`src/rtl/sync_pkg.sv`:
```
// sync_pkg: shared default widths and the queued pixel entry type for sync_pair_aligner
//   DEF_COORD_W/DEF_R_W/DEF_G_W/DEF_B_W : default field widths
//   ENTRY_W                             : packed width of one {x,y,r,g,b} entry
//   pix_entry_t                         : packed source pixel record, x in the MSBs
package sync_pkg;
  localparam int DEF_COORD_W = 10;
  localparam int DEF_R_W = 5;
  localparam int DEF_G_W = 6;
  localparam int DEF_B_W = 5;
  localparam int ENTRY_W = 2*DEF_COORD_W + DEF_R_W + DEF_G_W + DEF_B_W;
  typedef struct packed {
    logic [DEF_COORD_W-1:0] x;
    logic [DEF_COORD_W-1:0] y;
    logic [DEF_R_W-1:0]     r;
    logic [DEF_G_W-1:0]     g;
    logic [DEF_B_W-1:0]     b;
  } pix_entry_t;
endpackage

```
`src/rtl/sync_tag_fifo.sv`:
```
// sync_tag_fifo: in-order tag queue holding source pixels until their Homography return
//   clk_25, rst_n   : pixel clock, asynchronous active-low reset
//   i_flush         : synchronous clear of pointers and level
//   i_push, i_wdata : write one entry at the write pointer
//   i_pop           : retire the head entry
//   o_rdata         : head entry (combinational)
//   o_level         : occupancy; o_full/o_empty are derived from it alone
module sync_tag_fifo import sync_pkg::*; #(
  parameter int DEPTH = 8,
  parameter int W = ENTRY_W,
  localparam int PW = $clog2(DEPTH),
  localparam int LW = PW + 1
) (
  input  logic          clk_25,
  input  logic          rst_n,
  input  logic          i_flush,
  input  logic          i_push,
  input  logic          i_pop,
  input  logic [W-1:0]  i_wdata,
  output logic [W-1:0]  o_rdata,
  output logic [LW-1:0] o_level,
  output logic          o_full,
  output logic          o_empty
);
  logic [W-1:0]  r_mem [DEPTH];
  logic [PW-1:0] r_wr, r_rd;
  logic [LW-1:0] r_level;
  always_ff @(posedge clk_25 or negedge rst_n)
    if (!rst_n) begin
      r_wr <= '0;
      r_rd <= '0;
      r_level <= '0;
    end else if (i_flush) begin
      r_wr <= '0;
      r_rd <= '0;
      r_level <= '0;
    end else begin
      if (i_push) r_wr <= r_wr + PW'(1);
      if (i_pop) r_rd <= r_rd + PW'(1);
      r_level <= r_level + LW'(i_push) - LW'(i_pop);
    end
  always_ff @(posedge clk_25)
    if (i_push) r_mem[r_wr] <= i_wdata;
  assign o_rdata = r_mem[r_rd];
  assign o_level = r_level;
  assign o_full = r_level == LW'(DEPTH);
  assign o_empty = r_level == '0;
endmodule

```
`src/rtl/sync_pair_aligner.sv`:
```
// sync_pair_aligner: pairs each source pixel with its in-order Homography return
//   clk_25, rst_n            : pixel clock, asynchronous active-low reset
//   in_valid/in_ready/in_*   : source pixel handshake and fields
//   flush, err_clr           : queue clear, sticky error clear
//   query_valid/query_x/y    : one-cycle query strobe, coordinates held between pushes
//   ret_valid/ret_*          : Homography result
//   out_valid/sync_*/dvi_*/ccd_* : paired output, fields held between pops
//   level                    : queue occupancy
//   err_underflow            : sticky, return seen with empty queue
//   err_mismatch             : sticky, echoed coordinates differ from head
//   Macro SYNC_COORD_CHECK_EN enables the echoed-coordinate comparator.
module sync_pair_aligner import sync_pkg::*; #(
  parameter int COORD_W = DEF_COORD_W,
  parameter int R_W = DEF_R_W,
  parameter int G_W = DEF_G_W,
  parameter int B_W = DEF_B_W,
  parameter int DEPTH = 8
) (
  input  logic                       clk_25,
  input  logic                       rst_n,
  input  logic                       in_valid,
  output logic                       in_ready,
  input  logic [COORD_W-1:0]         in_x,
  input  logic [COORD_W-1:0]         in_y,
  input  logic [R_W-1:0]             in_r,
  input  logic [G_W-1:0]             in_g,
  input  logic [B_W-1:0]             in_b,
  input  logic                       flush,
  input  logic                       err_clr,
  output logic                       query_valid,
  output logic [COORD_W-1:0]         query_x,
  output logic [COORD_W-1:0]         query_y,
  input  logic                       ret_valid,
  input  logic [COORD_W-1:0]         ret_x,
  input  logic [COORD_W-1:0]         ret_y,
  input  logic [R_W-1:0]             ret_r,
  input  logic [G_W-1:0]             ret_g,
  input  logic [B_W-1:0]             ret_b,
  output logic                       out_valid,
  output logic [COORD_W-1:0]         sync_x,
  output logic [COORD_W-1:0]         sync_y,
  output logic [R_W-1:0]             dvi_r,
  output logic [G_W-1:0]             dvi_g,
  output logic [B_W-1:0]             dvi_b,
  output logic [R_W-1:0]             ccd_r,
  output logic [G_W-1:0]             ccd_g,
  output logic [B_W-1:0]             ccd_b,
  output logic [$clog2(DEPTH):0]     level,
  output logic                       err_underflow,
  output logic                       err_mismatch
);
  localparam int EW = 2*COORD_W + R_W + G_W + B_W;
  logic              w_push, w_pop, w_full, w_empty;
  logic [EW-1:0]     w_head;
  logic [COORD_W-1:0] w_hx, w_hy;
  logic [R_W-1:0]    w_hr;
  logic [G_W-1:0]    w_hg;
  logic [B_W-1:0]    w_hb;
  assign in_ready = !w_full;
  // flush swallows any same-cycle push or pop
  assign w_push = in_valid & in_ready & !flush;
  assign w_pop = ret_valid & !w_empty & !flush;
  assign {w_hx, w_hy, w_hr, w_hg, w_hb} = w_head;
  sync_tag_fifo #(.DEPTH(DEPTH), .W(EW)) u_fifo (
    .clk_25(clk_25),
    .rst_n(rst_n),
    .i_flush(flush),
    .i_push(w_push),
    .i_pop(w_pop),
    .i_wdata({in_x, in_y, in_r, in_g, in_b}),
    .o_rdata(w_head),
    .o_level(level),
    .o_full(w_full),
    .o_empty(w_empty)
  );
  always_ff @(posedge clk_25 or negedge rst_n)
    if (!rst_n) begin
      query_valid <= 1'b0;
      query_x <= '0;
      query_y <= '0;
      out_valid <= 1'b0;
      {sync_x, sync_y, dvi_r, dvi_g, dvi_b, ccd_r, ccd_g, ccd_b} <= '0;
      err_underflow <= 1'b0;
    end else begin
      query_valid <= w_push;
      if (w_push) {query_x, query_y} <= {in_x, in_y};
      out_valid <= w_pop;
      if (w_pop) {sync_x, sync_y, dvi_r, dvi_g, dvi_b, ccd_r, ccd_g, ccd_b} <=
        {w_head, ret_r, ret_g, ret_b};
      // a new error in the same cycle as err_clr keeps the flag set
      err_underflow <= (ret_valid & w_empty) | (err_underflow & !err_clr);
    end
`ifdef SYNC_COORD_CHECK_EN
  always_ff @(posedge clk_25 or negedge rst_n)
    if (!rst_n) err_mismatch <= 1'b0;
    else err_mismatch <= (w_pop & ((ret_x != w_hx) | (ret_y != w_hy))) | (err_mismatch & !err_clr);
`else
  logic w_unused;
  assign w_unused = ^{ret_x, ret_y, w_hx, w_hy};
  assign err_mismatch = 1'b0;
`endif
endmodule

```
`config.mk`:
```
export PLATFORM = sky130hd
export DESIGN_NAME = sync_pair_aligner
export DESIGN_NICKNAME = d
export VERILOG_FILES = /design/src/rtl/sync_pkg.sv /design/src/rtl/sync_tag_fifo.sv /design/src/rtl/sync_pair_aligner.sv
export SDC_FILE = /design/constraint.sdc
export NUM_CORES = 1
export LEC_CHECK = 0
export ABC_AREA = 1
export BUFFER_PORTS_ARGS = -buffer_cell sky130_fd_sc_hd__buf_2
export CORE_ASPECT_RATIO = 0.8
export CORE_UTILIZATION = 35
export DETAILED_ROUTE_END_ITERATION = 8
export PLACE_DENSITY_LB_ADDON = 0.25
export RECOVER_POWER = 25
export SYNTH_ARGS = -nofsm -noshare
export SYNTH_HDL_FRONTEND = slang
export SYNTH_SLANG_ARGS = --single-unit
```
`constraint.sdc`:
```
create_clock -name clk_25 -period 4.1 [get_ports clk_25]
set_input_delay 0.205 -clock clk_25 [delete_from_list [all_inputs] [get_ports clk_25]]
set_output_delay 0.205 -clock clk_25 [all_outputs]
set_load 0.05 [all_outputs]
```
==> metrics.txt <==
HP Start in_valid; initial core utilization 0.3575; Syn-to-layout area delta 19.53%; share of cells above drive strength 1 0.1200; Worst setup SP type register; final hold violations 0; area share of the largest cell type after synthesis 0.5564; total track usage 0.1714; initial antenna violation count 0; unrepaired setup endpoints after global routing no; max-cap violation count 0; min cycle time layout 2.601 ns; # fillers 4153; Ports 159; fin nets 1764; uppermost layer routed met4; Syn Area/Cell 10.43 um^2; synthesized area 15540 um^2; Distinct cells, synth 24; final setup skew 0.01773 ns; Hold WC Path Type input port to register; wl on met1 17.68 mm; FF-to-FF Start u_fifo.r_rd[0]$_DFFE_PN0P_; drt total wl 37.76 mm; H-tree levels 2; detailed placement HPWL 20.30 mm; Pleak 8.297 nW; top cells by count, synth 555 x nand2_1, 288 x edfxtp_1, 227 x inv_1, 221 x nand3_1, 85 x dfrtp_1; Die Wd 237.6 um; CP Capture Type register; # setup viols final 0; metal2 WL 17.87 mm; Fmax 384.4 MHz; Post-Route Utilization 0.4273; Setup CP Type register to register; Pwr Density 635.3 nW/um^2; Worst-Margin Slew 1.127 ns; count leader, synth nand2_1; DR iter-0 viols 761; number of setup buffers added after CTS 0; Max clock buf depth 3; Die H 190.5 um; synth top area cells edfxtp_1 56%, dfrtp_1 14%, nand2_1 13%; register bit count reported by yosys 373; WP data required 4.50 ns; peak supply drop 352.5 uV; async set-or-reset flop fraction in the synthesized netlist 0.2279; clock sinks 373; post-synthesis cell count 1490; Syn. warnings 0; CTS buffer count 39; Worst slew margin 0.2473; Top FF cell, synth edfxtp_1; core area 43480 um^2; root buffer cell clkbuf_16; PortBufs 137; status finished, final reports clean; Final Cycle Share 0.6344; Die Area 45260 um^2; DRT Pass-1 Iters 5; TNS Setup 0 ns; Final Max Tran Viols 0; wire per inst 16.39 um; Post-synth EDFFs 288; vias in the first global route 10210; CP Max Fanout 84; CTS tree done; vias per cell 4.507; total gr overflow 0; sequential fraction of the synthesis area 0.6932; Cell Area, Placed 16840 um^2; DR WL met3 1.455 mm; CTS clk-pin slew, worst paths 0.06 ns; # rows 68; Post-Syn Nets 1577; CP Launch Point u_fifo.r_rd[0]$_DFFE_PN0P_; Ant. Diodes 0; fin area 18580 um^2; first-pass GRT wire length 59.29 mm; # DRC 0; pin count of the biggest net entering global routing 85; clk_lat worst skew 0.54 ns; vias post-DR 10380; Synth area leader edfxtp_1; crit path DAT 3.01 ns; Routed Antenna Nets 0; GPL Wtd Cong 0.7213
power by group:
group	leakage [nW]	total [W]	switching, W	internal [W]
registers	3.66	0.00480	0.000276	0.00452
clock network	0.587	0.00338	0.00146	0.00192
logic	4.05	0.00363	0.00273	0.000896
total	8.30	0.0118	0.00446	0.00734
layer usage:
metal	global-route usage	vias to the layer above
met1	0.2347	4990
met4	0.04541	0
li1	-	5125
met2	0.2846	202
met3	0.02562	62
met5	0	-
stage by stage:
stage / hold slack, ns / setup slack (ns) / cells / total power [W]
after CTS: 0.08924 / 1.431 / 2303 / 0.01196
after global placement: 0.3372 / 1.470 / 2175 / 0.008451
after global routing: 0.1177 / 1.261 / 2303 / 0.01247
final: 0.09328 / 1.499 / 2303 / 0.01180
after detailed placement: 0.3530 / 1.421 / 2175 / 0.008493
after floorplan: -0.09059 / 0.2549 / 1490 / 0.007600
worst max-delay path: stages, from the launching register on:
cell	delay, ns
dfrtp_4	0.91
buf_4	0.86
nand2_1	0.13
nand3_1	0.13
nand3_1	0.09
nand3_1	0.23
nand2_1	0.07
final cells by class:
class | count | area, um^2 | area share
clock buffers | 55 | 1087 | 0.05852
clock inverters | 17 | 122.6 | 0.006600
inverters | 235 | 884.6 | 0.04761
multi-input cells | 812 | 3508 | 0.1888
flip-flops and latches | 373 | 10780 | 0.5804
well taps | 595 | 744.5 | 0.04007
repair buffers | 216 | 1448 | 0.07792
final timing paths:
check / end / slack (ns) / depth (start not counted)
worst max-delay path: dvi_g[3]$_DFFE_PN0P_ / 1.50 / 6
worst min-delay path: u_fifo.r_wr[1]$_DFFE_PN0P_ / 0.09 / 4
worst max register to register: dvi_g[3]$_DFFE_PN0P_ / 1.50 / 6
worst min register to register: ccd_b[1]$_DFFE_PN0P_ / 0.47 / 2
max in group asynchronous: dvi_g[4]$_DFFE_PN0P_ / 2.80 / 3
min in group asynchronous: sync_y[5]$_DFFE_PN0P_ / 0.30 / 2
flip-flops by register name (all words and copies together) (netlist names):
name            cells
query_valid         1
u_fifo.o_level      4
ccd_g               6
u_fifo.r_rd         3
err_underflow       1
dvi_b               5
ccd_b               5
out_valid           1
query_x            10
dvi_r               5
sync_y             10
u_fifo.r_mem      288
query_y            10
ccd_r               5
dvi_g               6
sync_x             10
u_fifo.r_wr         3
cells in the final DEF (no fill, tap or decap), types with 6 or more instances in the layout:
cell,Yosys,routed
nand2_1,555,555
edfxtp_1,288,288
inv_1,227,227
nand3_1,221,221
buf_2,25,107
dfrtp_1,85,82
dlygate4sd3_1,0,56
clkbuf_1,13,41
clkbuf_16,0,40
buf_4,12,19
nor2_4,0,9
ha_1,8,8
inv_2,7,7
clkinv_2,0,6
clkinv_1,0,6
timing repair:
action                    4_1_cts  5_1_grt
hold buffers                   56        0
hold endpoints to repair      373        0
gates resized for setup         0        0
logic make-up (layout without fill, tap and decap cells):
logic type,Yosys count,in the layout,share of synthesized area
flops,373,373,0.6932
compound gates,8,8,0.002736
fa+ha+maj,9,9,0.007728
simple gates,791,791,0.2091
xor+xnor,3,3,0.001691
other cells,1,1,0.0002413
buf+inv,305,523,0.08525
Power figures use the tool's default switching activity.
